$ cat src/rtl/multi_cycle_core_pkg.sv
//------------------------------------------------------------------------------
// multi_cycle_core_pkg
// Shared states, opcode/funct constants and ALU-op decode for multi_cycle_core.
// Revision: 1.0
//------------------------------------------------------------------------------
`default_nettype none

package multi_cycle_core_pkg;

   typedef enum logic [3:0] {
      S_FETCH    = 4'd0,
      S_DECODE   = 4'd1,
      S_MEMADR   = 4'd2,
      S_MEMREAD  = 4'd3,
      S_MEMWB    = 4'd4,
      S_MEMWRITE = 4'd5,
      S_EXECR    = 4'd6,
      S_EXECI    = 4'd7,
      S_ALUWB    = 4'd8,
      S_BRANCH   = 4'd9,
      S_JAL      = 4'd10,
      S_ILLEGAL  = 4'd11
   } state_t;

   localparam logic [6:0] c_OP_LOAD   = 7'b0000011;
   localparam logic [6:0] c_OP_STORE  = 7'b0100011;
   localparam logic [6:0] c_OP_RTYPE  = 7'b0110011;
   localparam logic [6:0] c_OP_ITYPE  = 7'b0010011;
   localparam logic [6:0] c_OP_BRANCH = 7'b1100011;
   localparam logic [6:0] c_OP_JAL    = 7'b1101111;

   localparam logic [2:0] c_F3_ADD = 3'b000;
   localparam logic [2:0] c_F3_SLT = 3'b010;
   localparam logic [2:0] c_F3_OR  = 3'b110;
   localparam logic [2:0] c_F3_AND = 3'b111;
   localparam logic [6:0] c_F7_SUB = 7'b0100000;

   typedef enum logic [2:0] {
      ALU_ADD = 3'd0,
      ALU_SUB = 3'd1,
      ALU_AND = 3'd2,
      ALU_OR  = 3'd3,
      ALU_SLT = 3'd4
   } alu_op_t;

   // funct7 only selects subtraction for register-register forms; addi never subtracts.
   function automatic alu_op_t alu_decode(input logic       is_rtype,
                                          input logic [2:0] funct3,
                                          input logic [6:0] funct7);
      alu_op_t op;
      op = ALU_ADD;
      case (funct3)
         c_F3_ADD: op = (is_rtype && (funct7 == c_F7_SUB)) ? ALU_SUB : ALU_ADD;
         c_F3_SLT: op = ALU_SLT;
         c_F3_OR:  op = ALU_OR;
         c_F3_AND: op = ALU_AND;
         default:  op = ALU_ADD;
      endcase
      return op;
   endfunction

endpackage

`default_nettype wire

$ cat src/rtl/mc_regfile.sv
//------------------------------------------------------------------------------
// mc_regfile
// Architectural register file: two async read ports, one sync write port.
// Revision: 1.0
//------------------------------------------------------------------------------
`default_nettype none

module mc_regfile #(
   parameter int NREGS = 32,
   parameter int AW    = $clog2(NREGS)
) (
   input  logic          clk,
   input  logic          rst,
   input  logic [AW-1:0] i_raddr1,
   input  logic [AW-1:0] i_raddr2,
   output logic [31:0]   o_rdata1,
   output logic [31:0]   o_rdata2,
   input  logic          i_we,
   input  logic [AW-1:0] i_waddr,
   input  logic [31:0]   i_wdata
);

   logic [31:0] r_regs [NREGS];

   always_ff @(posedge clk) begin
      if (rst) begin
         for (int i = 0; i < NREGS; i++) begin
            r_regs[i] <= '0;
         end
      end else if (i_we && (i_waddr != '0)) begin
         r_regs[i_waddr] <= i_wdata;
      end
   end

   // x0 is hardwired to zero regardless of array contents.
   assign o_rdata1 = (i_raddr1 == '0) ? 32'h0 : r_regs[i_raddr1];
   assign o_rdata2 = (i_raddr2 == '0) ? 32'h0 : r_regs[i_raddr2];

endmodule

`default_nettype wire

$ cat src/rtl/multi_cycle_core.sv
//------------------------------------------------------------------------------
// multi_cycle_core
// Multi-cycle RV32I-subset core with one shared valid/ready memory port.
// Optional trap-on-illegal behaviour: define MULTI_CYCLE_CORE_TRAP_EN.
// Revision: 1.0
//------------------------------------------------------------------------------
`default_nettype none

module multi_cycle_core
   import multi_cycle_core_pkg::*;
#(
   parameter logic [31:0] RESET_PC = 32'h0000_0000,
   parameter int          NREGS    = 32
) (
   input  logic        clk,
   input  logic        rst,
   output logic        mem_req,
   output logic        mem_we,
   output logic [31:0] mem_addr,
   output logic [31:0] mem_wdata,
   input  logic [31:0] mem_rdata,
   input  logic        mem_ready,
   output logic        retire,
   output logic        halt
);

   localparam int AW = $clog2(NREGS);

   state_t      r_state;
   state_t      w_next_state;
   logic [31:0] r_pc;
   logic [31:0] r_old_pc;
   logic [31:0] r_ir;
   logic [31:0] r_a;
   logic [31:0] r_b;
   logic [31:0] r_alu_out;
   logic [31:0] r_mdr;

   logic [6:0]  w_opcode;
   logic [2:0]  w_funct3;
   logic [6:0]  w_funct7;
   logic [31:0] w_imm_i;
   logic [31:0] w_imm_s;
   logic [31:0] w_imm_b;
   logic [31:0] w_imm_j;
   logic [31:0] w_rs1_data;
   logic [31:0] w_rs2_data;
   logic        w_rf_we;
   logic [31:0] w_rf_wdata;
   alu_op_t     w_alu_op;
   logic [31:0] w_alu_b;
   logic [31:0] w_alu_result;

   logic        w_mem_req;
   logic        w_mem_we;
   logic [31:0] w_mem_addr;
   logic [31:0] w_mem_wdata;
   logic        w_retire;

   assign w_opcode = r_ir[6:0];
   assign w_funct3 = r_ir[14:12];
   assign w_funct7 = r_ir[31:25];

   assign w_imm_i = {{20{r_ir[31]}}, r_ir[31:20]};
   assign w_imm_s = {{20{r_ir[31]}}, r_ir[31:25], r_ir[11:7]};
   assign w_imm_b = {{19{r_ir[31]}}, r_ir[31], r_ir[7], r_ir[30:25], r_ir[11:8], 1'b0};
   assign w_imm_j = {{11{r_ir[31]}}, r_ir[31], r_ir[19:12], r_ir[20], r_ir[30:21], 1'b0};

   mc_regfile #(
      .NREGS (NREGS)
   ) u_regfile (
      .clk      (clk),
      .rst      (rst),
      .i_raddr1 (r_ir[15 +: AW]),
      .i_raddr2 (r_ir[20 +: AW]),
      .o_rdata1 (w_rs1_data),
      .o_rdata2 (w_rs2_data),
      .i_we     (w_rf_we),
      .i_waddr  (r_ir[7 +: AW]),
      .i_wdata  (w_rf_wdata)
   );

   always_comb begin
      w_rf_we    = 1'b0;
      w_rf_wdata = r_alu_out;
      case (r_state)
         S_MEMWB: begin
            w_rf_we    = 1'b1;
            w_rf_wdata = r_mdr;
         end
         S_ALUWB: begin
            w_rf_we    = 1'b1;
            w_rf_wdata = r_alu_out;
         end
         S_JAL: begin
            w_rf_we    = 1'b1;
            w_rf_wdata = r_old_pc + 32'd4;
         end
         default: ;
      endcase
   end

   always_comb begin
      w_alu_op     = alu_decode(r_state == S_EXECR, w_funct3, w_funct7);
      w_alu_b      = (r_state == S_EXECR) ? r_b : w_imm_i;
      w_alu_result = r_a + w_alu_b;
      case (w_alu_op)
         ALU_ADD: w_alu_result = r_a + w_alu_b;
         ALU_SUB: w_alu_result = r_a - w_alu_b;
         ALU_AND: w_alu_result = r_a & w_alu_b;
         ALU_OR:  w_alu_result = r_a | w_alu_b;
         ALU_SLT: w_alu_result = {31'd0, $signed(r_a) < $signed(w_alu_b)};
         default: w_alu_result = r_a + w_alu_b;
      endcase
   end

   always_ff @(posedge clk) begin
      if (rst) begin
         r_state <= S_FETCH;
      end else begin
         r_state <= w_next_state;
      end
   end

   always_comb begin
      w_next_state = r_state;
      w_mem_req    = 1'b0;
      w_mem_we     = 1'b0;
      w_mem_addr   = 32'h0;
      w_mem_wdata  = 32'h0;
      w_retire     = 1'b0;
      case (r_state)
         S_FETCH: begin
            w_mem_req  = 1'b1;
            w_mem_addr = r_pc;
            if (mem_ready) w_next_state = S_DECODE;
         end
         S_DECODE: begin
            case (w_opcode)
               c_OP_LOAD, c_OP_STORE: w_next_state = S_MEMADR;
               c_OP_RTYPE:            w_next_state = S_EXECR;
               c_OP_ITYPE:            w_next_state = S_EXECI;
               c_OP_BRANCH:           w_next_state = S_BRANCH;
               c_OP_JAL:              w_next_state = S_JAL;
               default:               w_next_state = S_ILLEGAL;
            endcase
         end
         S_MEMADR: begin
            w_next_state = (w_opcode == c_OP_LOAD) ? S_MEMREAD : S_MEMWRITE;
         end
         S_MEMREAD: begin
            w_mem_req  = 1'b1;
            w_mem_addr = r_alu_out;
            if (mem_ready) w_next_state = S_MEMWB;
         end
         S_MEMWRITE: begin
            w_mem_req   = 1'b1;
            w_mem_we    = 1'b1;
            w_mem_addr  = r_alu_out;
            w_mem_wdata = r_b;
            if (mem_ready) begin
               w_retire     = 1'b1;
               w_next_state = S_FETCH;
            end
         end
         S_EXECR, S_EXECI: begin
            w_next_state = S_ALUWB;
         end
         S_MEMWB, S_ALUWB, S_BRANCH, S_JAL: begin
            w_retire     = 1'b1;
            w_next_state = S_FETCH;
         end
         S_ILLEGAL: begin
`ifdef MULTI_CYCLE_CORE_TRAP_EN
            w_next_state = S_ILLEGAL;
`else
            w_retire     = 1'b1;
            w_next_state = S_FETCH;
`endif
         end
         default: begin
            w_next_state = S_FETCH;
         end
      endcase
      // Outputs are forced quiet while reset is asserted, even mid-handshake.
      if (rst) begin
         w_mem_req   = 1'b0;
         w_mem_we    = 1'b0;
         w_mem_addr  = 32'h0;
         w_mem_wdata = 32'h0;
         w_retire    = 1'b0;
      end
   end

   always_ff @(posedge clk) begin
      if (rst) begin
         r_pc      <= RESET_PC;
         r_old_pc  <= 32'h0;
         r_ir      <= 32'h0;
         r_a       <= 32'h0;
         r_b       <= 32'h0;
         r_alu_out <= 32'h0;
         r_mdr     <= 32'h0;
      end else begin
         case (r_state)
            S_FETCH: begin
               if (mem_ready) begin
                  r_ir     <= mem_rdata;
                  r_old_pc <= r_pc;
                  r_pc     <= r_pc + 32'd4;
               end
            end
            S_DECODE: begin
               r_a       <= w_rs1_data;
               r_b       <= w_rs2_data;
               r_alu_out <= r_old_pc + w_imm_b;
            end
            S_MEMADR: begin
               r_alu_out <= r_a + ((w_opcode == c_OP_LOAD) ? w_imm_i : w_imm_s);
            end
            S_MEMREAD: begin
               if (mem_ready) r_mdr <= mem_rdata;
            end
            S_EXECR, S_EXECI: begin
               r_alu_out <= w_alu_result;
            end
            S_BRANCH: begin
               if (r_a == r_b) r_pc <= r_alu_out;
            end
            S_JAL: begin
               r_pc <= r_old_pc + w_imm_j;
            end
            default: ;
         endcase
      end
   end

`ifdef MULTI_CYCLE_CORE_TRAP_EN
   logic r_halt;

   always_ff @(posedge clk) begin
      if (rst) begin
         r_halt <= 1'b0;
      end else if (r_state == S_ILLEGAL) begin
         r_halt <= 1'b1;
      end
   end

   assign halt = r_halt;
`else
   assign halt = 1'b0;
`endif

   assign mem_req   = w_mem_req;
   assign mem_we    = w_mem_we;
   assign mem_addr  = w_mem_addr;
   assign mem_wdata = w_mem_wdata;
   assign retire    = w_retire;

endmodule

`default_nettype wire

$ cat config.mk
export PLATFORM = sky130hd
export DESIGN_NAME = multi_cycle_core
export DESIGN_NICKNAME = d
export VERILOG_FILES = /design/src/rtl/multi_cycle_core_pkg.sv /design/src/rtl/mc_regfile.sv /design/src/rtl/multi_cycle_core.sv
export SDC_FILE = /design/constraint.sdc
export NUM_CORES = 2
export LEC_CHECK = 0
export CORE_ASPECT_RATIO = 0.7
export CORE_MARGIN = 2
export CORE_UTILIZATION = 55
export DETAILED_ROUTE_END_ITERATION = 7
export HOLD_SLACK_MARGIN = 0.12
export PLACE_DENSITY = 0.82
export SYNTH_ARGS = -nofsm -noshare
export SYNTH_HDL_FRONTEND = slang
export SYNTH_SLANG_ARGS = --single-unit
$ cat constraint.sdc
create_clock -name clk -period 5.05 [get_ports clk]
set_input_delay 0.505 -clock clk [delete_from_list [all_inputs] [get_ports clk]]
set_output_delay 0.505 -clock clk [all_outputs]
set_load 0.005 [all_outputs]
==> results.py <==
metrics = {
    "detailed_routing": {
        "viasPerCell": 7.37,
        "routed_wl_um": 279000,
        "firstDrtPassIters": 7,
        "vias": 58600,
        "drt-wirelength-per-cell_um": 35.1,
        "drc": 0,
        "ant_nets": 0,
        "drt_iter0_markers": 11900,
    },
    "synth": {
        "synth_top_area_share_pct": 42.8,
        "synth-seq-cells": 1262,
        "ys_seq_area_share_pct": 49.4,
        "yosysWarnings": 0,
        "synth_ff_type": "edfxtp_1",
        "mappedNetlistArea_um2": 71800,
        "synth_cells": 6112,
        "synth.distinct_cells": 92,
        "synth_area_per_cell_um2": 11.8,
        "synth-edff-count": 1024,
        "synth_area_leaders": "edfxtp_1 (43%), mux4_2 (20%), nor2_1 (7.2%)",
        "synth_top_area_cell": "edfxtp_1",
        "async_reset_ff_share_pct": 0,
    },
    "place": {
        "hpwlAfterDp_um": 185000,
        "place_ws_ps": 485,
        "gp_congestion": 1.02,
        "place_area_um2": 76300,
        "io_buffers": 101,
        "dpl.cell_count": 7732,
    },
    "finish": {
        "fin_area_um2": 80400,
        "syn2layout_area_growth_pct": 11.9,
        "drive_gt1_share_pct": 20.0,
        "fin_nets": 6326,
        "final_core_util_pct": 62.3,
        "finalNonFillerCells": 7952,
    },
    "power_and_ir_drop": {
        "p_int_mw": 19.5,
        "p_total_mw": 28.4,
        "comb_power_share_pct": 22.4,
        "seqPwrFrac_pct": 43.4,
        "p_per_area_nw_per_um2": 354,
        "p_clk_share_pct": 34.2,
        "p_leak_nw": 27.0,
        "switching_share_pct": 31.3,
        "switching_power_mw": 8.90,
        "vdd_drop_max_uv": 304,
    },
    "timing": {
        "min_period_ps": 4730,
        "rsz0062_at_grt": "false",
        "fmax_mhz": 211,
        "maxSlewViolCount": 0,
        "setup_ws_ps": 318,
        "worst_hold_slack_ps": 232,
        "finalSetupViolations": 0,
        "min_period_over_period_pct": 93.7,
        "hold_viol_final": 0,
        "finClkSkew_ps": 37.7,
        "tns_ps": 0,
        "relSlewSlack_pct": 7.08,
        "worst_slew_pin_slew_ps": 1380,
    },
    "flow_run": {
        "cap_viol_max_count": 0,
    },
    "global_route": {
        "grt_pass1_wl_um": 396000,
        "antenna_found_initial": 10,
        "grt_remaining_overflow": 0,
        "first_global_vias": 56400,
        "grt_start_max_net_pins": 104,
        "grt_usage_pct": 41.2,
    },
    "clock_tree": {
        "clock_latency_ps": 770,
        "clock_path_buffers": 3,
        "clkTransAtPathRegs_ps": 80,
        "cts_sinks": 1262,
        "cts_tree": "built",
        "cts_made_buffers": 116,
        "root_buffer": "clkbuf_16",
        "cts_max_level": 3,
    },
    "die": {
        "std_cell_rows": 110,
        "start_util_pct": 55.6,
        "dieHeight_um": 306,
        "coreArea_um2": 129000,
        "fp.dieW_um": 436,
        "dieArea_um2": 134000,
        "ios": 103,
    },
    "min_path": {
        "min-delay-path-class": "input pin to flop",
    },
    "worst_setup_path": {
        "startpoint_type": "flop",
        "cp_max_fo": 33,
        "critPathRequiredTime_ps": 5690,
        "arrival_ps": 5370,
        "critical_path_class": "flop to flop",
        "end_kind": "flop",
    },
    "run_status": {
        "outcome": "complete, no violations",
    },
}
area by class of cell:
cell class | instances | area [um^2]
Clock buffer | 147 | 3210
Timing Repair Buffer | 374 | 3320
Tap cell | 1736 | 2170
Fill cell | 9589 | 48700
Clock inverter | 71 | 898
Multi-Input combinational cell | 4237 | 34800
Inverter | 123 | 462
Sequential cell | 1262 | 35500
Antenna cell | 2 | 5.00
sequential cells by signal, summed over array words and instances (netlist names), named ones only:
signal / cells
r_ir: 32
r_b: 32
r_pc: 32
u_regfile.r_regs: 1024
r_mdr: 32
r_alu_out: 32
r_old_pc: 32
r_a: 32
r_state: 4
repair_timing:
action / CTS / global route
resized for setup: 0 / 2
setup buffers: 0 / 0
endpoints found under the setup margin: 0 / 2
hold buffers: 0 / 0
cell usage after synthesis (88+ instances only):
master and count:
dfxtp_1 238, a21oi_1 347, mux4_2 640, xnor2_1 88, edfxtp_1 1024, inv_1 116
o21ai_0 97, xor2_1 93, ha_1 172, nand2_1 517, clkbuf_1 437, nor2_1 1385
cells in the final DEF, fill, tap and decap left out, types with 20 or more instances in the layout:
cell,count
a211oi_1,36
a21o_1,46
o21ai_0,97
mux2i_1,69
mux4_2,640
ha_1,172
clkdlybuf4s50_1,100
a221oi_1,31
conb_1,33
inv_1,116
xor2_1,93
nor2b_1,22
xnor2_1,88
o21a_1,26
nor3_1,59
buf_4,253
a221oi_4,29
nand3_1,52
and3_1,31
a31oi_1,23
nand2_1,469
dfxtp_1,227
buf_12,20
and2_1,41
nor2_1,1382
clkbuf_16,119
nor4_1,21
o21ai_1,46
nand2_2,48
a21oi_1,343
edfxtp_1,1024
nand4_1,25
a22oi_1,49
power by group through the flow:
stage / Clock [mW] / Sequential, mW / Combinational [mW]
6_report: 9.73 / 12.3 / 6.37
3_3_place_gp: 0 / 12.4 / 5.94
5_1_grt: 10.0 / 12.3 / 6.54
4_1_cts: 9.66 / 12.3 / 6.08
2_1_floorplan: 0 / 12.1 / 3.91
3_5_place_dp: 0 / 12.5 / 6.03
kinds of logic after synthesis:
group	after synthesis	synth area share, %
buffers and inverters	645	3.40
AOI/OAI and AO/OA	902	8.03
DFF	1262	49.4
other	1	0.00522
muxes	714	21.1
adders and majority gates	177	3.13
and+or+nand+nor	2230	12.7
xor gates and xnor gates	181	2.21
worst max-delay path: stages, from the launching register on:
cell	delay (ps)
dfxtp_1	360
nor2b_1	200
nand2_1	130
nor2_2	170
buf_12	240
nand2_1	80
nand2_1	120
ha_1	240
inv_1	80
fa_1	460
nor2b_1	220
o31ai_2	160
a211oi_1	320
buf_4	190
o2111ai_1	200
a21oi_2	270
o21ai_1	190
o221ai_1	390
mux2i_1	230
nor3_1	70
a221o_1	250
metal layers:
metal	global-route usage [%]	routed length [um]	vias to the layer above
li1	-	-	22800
met3	19.2	54600	1311
met1	56.3	95700	28300
met2	55.5	111000	6252
met5	0.215	141	-
met4	19.9	17500	16
path summary, 6_finish.rpt:
check | startpoint | cells after the start | slack [ps] | end
min | rst | 2 | 230 | r_a[10]$_SDFFE_PP0P_
max reg2reg | r_state[1]$_SDFFE_PP0P_ | 20 | 320 | r_alu_out[30]$_SDFFE_PP0P_
max | r_state[1]$_SDFFE_PP0P_ | 20 | 320 | r_alu_out[30]$_SDFFE_PP0P_
min reg2reg | r_ir[0]$_SDFFE_PP0P_ | 2 | 470 | r_ir[0]$_SDFFE_PP0P_
Power figures use the tool's default switching activity.
